File: src/rtl/mux4_arb_pkg.sv
// -----------------------------------------------------------------------------
// mux4_arb_pkg
// Shared definitions for the 4:1 mux round-robin arbiter:
//   - arbiter FSM state encoding
//   - requester count and select width
//   - one-hot decode helper for the grant vector
// -----------------------------------------------------------------------------
package mux4_arb_pkg;

  localparam int NUM_REQ = 4;
  localparam int SEL_W   = 2;

  typedef enum logic [1:0] {
    ST_IDLE   = 2'd0,
    ST_GRANT  = 2'd1,
    ST_SWITCH = 2'd2
  } arb_state_e;

  // Decode a requester index into its one-hot grant vector.
  function automatic logic [NUM_REQ-1:0] sel_onehot(input logic [SEL_W-1:0] sel);
    logic [NUM_REQ-1:0] vec;
    vec      = '0;
    vec[sel] = 1'b1;
    return vec;
  endfunction

endpackage

File: src/rtl/mux4_rr_pick.sv
// -----------------------------------------------------------------------------
// mux4_rr_pick
// Combinational rotate-priority encoder. The search starts at last+1 (mod 4)
// and wraps, so the previous owner has the lowest priority.
// Ports:
//   req   [3:0] in  : request vector
//   last  [1:0] in  : index of the most recent owner
//   found       out : at least one request is set
//   idx   [1:0] out : winning requester (equals last when nothing is found)
// -----------------------------------------------------------------------------
module mux4_rr_pick
  import mux4_arb_pkg::*;
(
  input  logic [NUM_REQ-1:0] req,
  input  logic [SEL_W-1:0]   last,
  output logic               found,
  output logic [SEL_W-1:0]   idx
);

  logic [SEL_W-1:0] cand;

  // NOTE: every signal written in a combinational block gets a default first;
  // a path that leaves one unassigned would infer a latch.
  always_comb begin
    found = 1'b0;
    idx   = last;
    cand  = last;
    for (int k = 1; k <= NUM_REQ; k++) begin
      cand = last + SEL_W'(k);  // wraps naturally in 2 bits
      if (!found && req[cand]) begin
        found = 1'b1;
        idx   = cand;
      end
    end
  end

endmodule

File: src/rtl/mux4_rr_arbiter.sv
// -----------------------------------------------------------------------------
// mux4_rr_arbiter
// Round-robin arbiter and select sequencer for a shared 4:1 single-bit mux.
// Grants one requester at a time, bounds each tenure to HOLD_CYCLES while
// others wait, inserts a one-cycle dead slot between owners, and registers
// the selected data bit with a valid qualifier.
//
// Parameters:
//   HOLD_CYCLES : max consecutive GRANT cycles under contention (1..255)
// Ports:
//   clk         in  : rising-edge clock
//   rst_n       in  : asynchronous active-low reset
//   req   [3:0] in  : level-held request per requester
//   d     [3:0] in  : data bit per requester
//   lock        in  : tenure extension (only with MUX4_ARB_LOCK_EN)
//   gnt   [3:0] out : one-hot registered grant
//   s1, s0      out : registered select pair (owner index)
//   y           out : registered mux output
//   y_vld       out : y carries the granted requester's data
//
// Build option: define MUX4_ARB_LOCK_EN to add the lock port. While the owner
// requests with lock high, the hold limit is ignored and hold_cnt freezes.
// -----------------------------------------------------------------------------
module mux4_rr_arbiter
  import mux4_arb_pkg::*;
#(
  parameter int unsigned HOLD_CYCLES = 4
) (
  input  logic               clk,
  input  logic               rst_n,
  input  logic [NUM_REQ-1:0] req,
  input  logic [NUM_REQ-1:0] d,
`ifdef MUX4_ARB_LOCK_EN
  input  logic               lock,
`endif
  output logic [NUM_REQ-1:0] gnt,
  output logic               s1,
  output logic               s0,
  output logic               y,
  output logic               y_vld
);

  localparam logic [7:0] HOLD_LAST = 8'(HOLD_CYCLES - 1);

  arb_state_e         state_q, state_d;
  logic [SEL_W-1:0]   sel_q, sel_d;     // current / most recent owner
  logic [SEL_W-1:0]   last_q, last_d;   // round-robin pointer
  logic [7:0]         cnt_q, cnt_d;     // cycles spent in this tenure
  logic [NUM_REQ-1:0] gnt_d;

  logic               pick_found;
  logic [SEL_W-1:0]   pick_idx;
  logic               others_req;
  logic               lock_hold;

  mux4_rr_pick u_pick (
    .req   (req),
    .last  (last_q),
    .found (pick_found),
    .idx   (pick_idx)
  );

  assign others_req = |(req & ~sel_onehot(sel_q));

`ifdef MUX4_ARB_LOCK_EN
  assign lock_hold = lock & req[sel_q];
`else
  assign lock_hold = 1'b0;
`endif

  always_comb begin
    state_d = state_q;
    sel_d   = sel_q;
    last_d  = last_q;
    cnt_d   = cnt_q;
    gnt_d   = gnt;
    unique case (state_q)
      ST_IDLE, ST_SWITCH: begin
        if (pick_found) begin
          state_d = ST_GRANT;
          sel_d   = pick_idx;
          last_d  = pick_idx;
          cnt_d   = '0;
          gnt_d   = sel_onehot(pick_idx);
        end else begin
          state_d = ST_IDLE;
          gnt_d   = '0;
        end
      end
      ST_GRANT: begin
        if (!req[sel_q]) begin
          // An owner drop wins over a simultaneous hold-limit hit.
          state_d = others_req ? ST_SWITCH : ST_IDLE;
          gnt_d   = '0;
        end else if (lock_hold) begin
          // Locked tenure: limit ignored, counter frozen.
        end else if (cnt_q == HOLD_LAST) begin
          if (others_req) begin
            state_d = ST_SWITCH;
            gnt_d   = '0;
          end
          // No contender: stay with the counter saturated.
        end else begin
          cnt_d = cnt_q + 8'd1;
        end
      end
      default: begin
        state_d = ST_IDLE;
        gnt_d   = '0;
      end
    endcase
  end

  // NOTE: sequential state uses non-blocking assignments so every flop
  // samples pre-edge values regardless of statement order.
  always_ff @(posedge clk or negedge rst_n) begin
    if (!rst_n) begin
      state_q <= ST_IDLE;
      sel_q   <= '0;
      last_q  <= SEL_W'(NUM_REQ - 1);
      cnt_q   <= '0;
      gnt     <= '0;
    end else begin
      state_q <= state_d;
      sel_q   <= sel_d;
      last_q  <= last_d;
      cnt_q   <= cnt_d;
      gnt     <= gnt_d;
    end
  end

  // Data path: y follows the owner's bit one cycle behind the grant and holds
  // its last value outside GRANT.
  always_ff @(posedge clk or negedge rst_n) begin
    if (!rst_n) begin
      y     <= 1'b0;
      y_vld <= 1'b0;
    end else begin
      y_vld <= (state_q == ST_GRANT);
      if (state_q == ST_GRANT) begin
        y <= d[sel_q];
      end
    end
  end

  assign s1 = sel_q[1];
  assign s0 = sel_q[0];

endmodule
File: config.mk
export PLATFORM = sky130hd
export DESIGN_NAME = mux4_rr_arbiter
export DESIGN_NICKNAME = d
export VERILOG_FILES = /design/src/rtl/mux4_arb_pkg.sv /design/src/rtl/mux4_rr_pick.sv /design/src/rtl/mux4_rr_arbiter.sv
export SDC_FILE = /design/constraint.sdc
export NUM_CORES = 1
export LEC_CHECK = 0
export CELL_PAD_IN_SITES_DETAIL_PLACEMENT = 1
export CELL_PAD_IN_SITES_GLOBAL_PLACEMENT = 2
export CORE_AREA = 2 2 64 66
export DETAILED_ROUTE_END_ITERATION = 10
export DIE_AREA = 0 0 66 68
export GPL_ROUTABILITY_DRIVEN = 0
export GPL_TIMING_DRIVEN = 1
export PLACE_DENSITY_LB_ADDON = 0.1
export SYNTH_ARGS = -nofsm -noshare
export SYNTH_HDL_FRONTEND = slang
export SYNTH_SLANG_ARGS = --single-unit
File: constraint.sdc
create_clock -name clk -period 2 [get_ports clk]
set_input_delay 0.5 -clock clk [delete_from_list [all_inputs] [get_ports clk]]
set_output_delay 0.5 -clock clk [all_outputs]
set_load 0.01 [all_outputs]
Word-level counts from Yosys, hierarchy flattened --
Index checks and enable logic that the tools add are counted.
Operators by class: reductions and logical operators 15, add/sub/neg operators 4, bitwise gates (word level) 2, eq/ne operators 8, muxes and demuxes 39, order comparisons 8
Operators by type and width (number):
- two-way mux 8 bit | 3
- < comparator 2 x 3 -> 1 bit (second input constant) | 6
- two-way mux 2 bit | 8
- two-way mux 4 bit | 4
- case mux 8 bit (2 select lines) | 1
- two-way mux 1 bit | 13
- binary-select mux 1 bit (select 2 bit) | 6
- adder 8 x 1 -> 8 bit (second input constant) | 1
- == test 8 x 2 -> 1 bit (second input constant) | 1
- case mux 4 bit (2 select lines) | 1
- != test 2 bit (second input constant) | 3
- != test 3 bit (second input constant) | 2
- logical AND 1 bit | 5
- adder 2 bit (second input constant) | 2
- bitwise AND 4 bit | 1
- demux 1 bit (select 2 bit) | 2
- >= comparator 2 x 1 -> 1 bit (second input constant) | 2
- inverter 4 bit | 1
- case mux 2 bit (2 select lines) | 1
- AND reduction 2 bit | 2
- AND reduction 4 bit | 1
- OR reduction 4 bit | 1
- logical NOT 1 bit | 3
- adder 2 x 1 -> 2 bit (second input constant) | 1
- other kinds (5) | 5
Storage, ports and cells: register bits 20, logic and storage cells 83, output and inout bits 8, bits of input ports 10

Longest topological paths before layout --
depth in word-level cells 19, depth in mapped cells 5, gate-level depth less buffers 5

Cells and area by module --
From an unflattened synthesis, not the netlist that was laid out.
Second synthesis, totals: cells, all modules 112, area, all modules 1093.5 µm²
By module, submodules not included:
- mux4_rr_arbiter | area each 1011.0 µm², seq. area each 503.0 µm², cells an instance 98, instances 1
- mux4_rr_pick | area each 82.6 µm², seq. area each 0.0 µm², cells an instance 14, instances 1

Worst setup path before layout --
No wires, ideal clock.
path kind flip-flop to flip-flop, start point register cnt_q[0], end point register gnt[0], period minus slack after synthesis 1.808 ns, setup slack 0.192 ns, library setup time 0.121 ns, data required time 1.879 ns, buffers on the path 0, stages on the path, launching flop included 6, data arrival time 1.687 ns, cell sequence dfrtp_1 -> ha_1 -> or4b_4 -> nor4_4 -> a31oi_2 -> a22o_1
Between the ends: longest elaborated chain between the ends 3
Ends and longest elaborated chain:
- start, declared | RTL line mux4_rr_arbiter.sv:48 | logic [7:0] cnt_q, cnt_d;
- start signal, assigned | RTL line mux4_rr_arbiter.sv:127 | cnt_q <= cnt_d;
- == test 8 x 2 -> 1 bit | RTL line mux4_rr_arbiter.sv:97 | end else if (cnt_q == HOLD_LAST) begin
- != test 3 bit (no source line)
- AND reduction 2 bit (no source line)
- end signal, assigned | RTL line mux4_rr_arbiter.sv:128 | gnt <= gnt_d;
- end, declared | RTL line mux4_rr_arbiter.sv:36 | output logic [NUM_REQ-1:0] gnt,
No other way between the ends. A chain may end at the register's enable or synchronous reset.

Worst setup path after layout --
start point input port req[0], end point register cnt_q[1]
Between the ends: longest elaborated chain between the ends 14, elaborated cells on any way between the ends 23, those cells by class eq/ne (2); mux (14); reduce/logical (7)
Ends and longest elaborated chain:
- start, declared | RTL line mux4_rr_arbiter.sv:31 | input logic [NUM_REQ-1:0] req,
- binary-select mux 1 bit (select 2 bit) | RTL line mux4_rr_pick.sv:30 | if (!found && req[cand]) begin
- two-way mux 1 bit (implied by the code) | RTL line mux4_rr_pick.sv:30
- two-way mux 1 bit | RTL line mux4_rr_pick.sv:30
- logical NOT 1 bit | RTL line mux4_rr_pick.sv:30
- logical AND 1 bit | RTL line mux4_rr_pick.sv:30
- two-way mux 1 bit | RTL line mux4_rr_pick.sv:30
- logical NOT 1 bit | RTL line mux4_rr_pick.sv:30
- logical AND 1 bit | RTL line mux4_rr_pick.sv:30
- two-way mux 1 bit | RTL line mux4_rr_pick.sv:30
- logical NOT 1 bit | RTL line mux4_rr_pick.sv:30
- logical AND 1 bit | RTL line mux4_rr_pick.sv:30
- two-way mux 1 bit | RTL line mux4_rr_pick.sv:30
- != test 2 bit (no source line)
- AND reduction 4 bit (no source line) *
Every way passes the cells marked *; elsewhere a longest branch is shown, timed or not. The select of a mux whose other input is x is not followed.

==> results.tsv <==
metric	value	unit
place_area	0.00143	mm2
synth.cell_area	0.00105	mm2
pwr-share-clk	0.208	
overflow	0	
worstSkewPairLatency	0.26	ns
drive_gt1_frac	0.243	
final_cell_mix	buf_4, dfrtp_1, clkdlybuf4s50_1	
comb_power_share	0.457	
grt_pass1_vias	1083	
setup_viol	0	
num_rows	23	
p_sw	0.682	mW
vias	953	
cts.repair.resized	0	
dieArea	0.00449	mm2
core_area	0.00386	mm2
slew_headroom	0.748	
synth_compound_area_frac	0.192	
drc	0	
design_area	0.00150	mm2
synth_simple_gate_area_frac	0.201	
cts_setup_buffers	0	
synth_fa_ha_area_frac	0.0119	
path_clk_slew	0.08	ns
worst_slew_pin_slew	0.379	ns
root_buffer	clkbuf_8	
yosys_warnings	0	
vdd_drop_max	0.466	mV
dp_hpwl	2.19	mm
synthXorXnorAreaFrac	0.00833	
grt_usage	0.155	
die_h	68	um
start_util	0.273	
synth_mux_area_frac	0.0821	
diodes	0	
avgViaCountPerCell	5.02	
synthToLayoutAreaGrowth	42.4	%
antenna_found_initial	0	
grt_first_pass_wirelength	5.20	mm
drtAntennaViolNets	0	
p_leak	0.644	nW
max_freq	534	MHz
hold_viol_final	0	
fin_skew	0.00355	ns
critPathLaunchType	input port	
synth.distinct_cells	38	
synth_edf_count	0	
path_class	input port to register	
synth_top_family_by_area	simple AND/OR/NAND/NOR gates	
period_share	0.936	
numCtsBuffers	3	
cts_hold_buf	0	
wl	2.86	mm
p_int	1.30	mW
fin_cells	190	
netlist_instances	101	
synth-seq-cells	20	
p_per_area	1320	mW/mm2
htreeDepth	1	
pin_count	18	
outcome	completed	
swShare	0.345	
synth_nets	112	
grt_max_degree	21	
cts_tree	yes	
avgSynthCellArea	10.4	um2
fin_nets	152	
cp.required	2.14	ns
clkSinkCount	20	
placed_cells	186	
synthFlopType	dfrtp_1	
p_seq_frac	0.336	
worstPathArrival	2.01	ns
io_buffers	17	
path_max_fanout	10	
wl_per_cell	15.1	um
rsz0062_at_grt	false	
drt_iter0_drc	35	
slew_violations	0	
period_minus_slack	1.87	ns
fp.dieW	66	um
worst_hold_path_type	register to register	
layout_commonest_cell	buf_4	
cap_violations	0	
ys_seq_area_frac	0.479	
end_kind	register	
dr.pass1.iters	4	
clock_path_buffers	2	
async_flop_share	1.00	
==> critical path, stage by stage <==
cell             delay, ns
clkdlybuf4s50_1       0.47
mux4_2                0.50
nand2_1               0.13
buf_4                 0.18
nor2_1                0.09
mux2i_1               0.13
==> flip-flops by register name, summed over array words and instances (netlist names) <==
name,flops
cnt_q,8
gnt,4
sel_q,2
state_q,2
y_vld,1
last_q,2
y,1
==> cells in the mapped netlist (all sizes together) (2+ instances only) <==
master,number,area share
o31ai,2,0.014
nor2,9,0.032
o2bb2ai,2,0.017
nor3,2,0.0095
a21oi,6,0.029
mux4,2,0.043
or2,2,0.012
nand2b,2,0.012
o211ai,3,0.021
nand2,9,0.032
o21ai,4,0.019
nand4,2,0.012
mux2i,3,0.029
o41ai,2,0.017
nor2b,2,0.012
dfstp,2,0.050
dfrtp,18,0.43
nand3,4,0.019
a22o,2,0.017
inv,5,0.018
or3,2,0.012
==> power by group through the flow <==
stage | combinational [mW] | sequential (mW) | clock, mW
2_1_floorplan | 0.438 | 0.691 | 0
3_3_place_gp | 0.903 | 0.673 | 0
3_5_place_dp | 0.920 | 0.676 | 0
4_1_cts | 0.928 | 0.667 | 0.428
5_1_grt | 1.01 | 0.691 | 0.440
6_report | 0.904 | 0.665 | 0.411
==> cell families after synthesis <==
logic type	count (synthesis)
and+or+nand+nor	38
AOI/OAI and AO/OA	28
DFF	20
buffers and inverters	7
muxes	6
xor gates and xnor gates	1
adders and majority gates	1
==> stage by stage <==
step | power (mW) | hold slack, ns | TNS (ns) | setup WS [ns] | utilization
global placement | 1.58 | 0.477 | -0.852 | -0.0964 | 0.370
CTS | 2.02 | 0.504 | 0 | 0.113 | 0.388
detailed placement | 1.60 | 0.479 | -1.34 | -0.160 | 0.370
finish | 1.98 | 0.494 | 0 | 0.128 | 0.388
floorplan | 1.13 | 0.204 | 0 | 0.192 | -
global route | 2.15 | 0.522 | 0 | 0.0367 | 0.388
==> layout make-up <==
type	instances	area (um2)
clock buffers	3	41.3
clock inverters	1	30.0
fillers	453	2360
inverters	5	18.8
multi-input cells	74	520
flip-flops and latches	20	503
well taps	50	62.6
repair buffers	37	320
==> path summary, 6_finish.rpt <==
kind | from | end | slack [ns] | cells past startpoint
worst max-delay path | req[0] | cnt_q[1]$_DFFE_PN0P_ | 0.13 | 6
worst min-delay path | gnt[3]$_DFFE_PN0P_ | gnt[3]$_DFFE_PN0P_ | 0.49 | 1
worst max register to register | cnt_q[0]$_DFFE_PN0P_ | gnt[0]$_DFFE_PN0P_ | 0.21 | 5
worst min register to register | gnt[3]$_DFFE_PN0P_ | gnt[3]$_DFFE_PN0P_ | 0.49 | 1
max in group asynchronous | rst_n | last_q[1]$_DFFE_PN1P_ | 1.14 | 2
min in group asynchronous | rst_n | y$_DFFE_PN0P_ | 0.58 | 2
==> metal layers <==
layer,share of wire,up-vias,GRT usage
met5,0,-,0
met4,0.010,0,0.0689
met3,0.028,2,0.0296
met2,0.51,10,0.274
met1,0.45,484,0.184
li1,-,457,-
No activity file was read; power rests on OpenSTA's default activity.
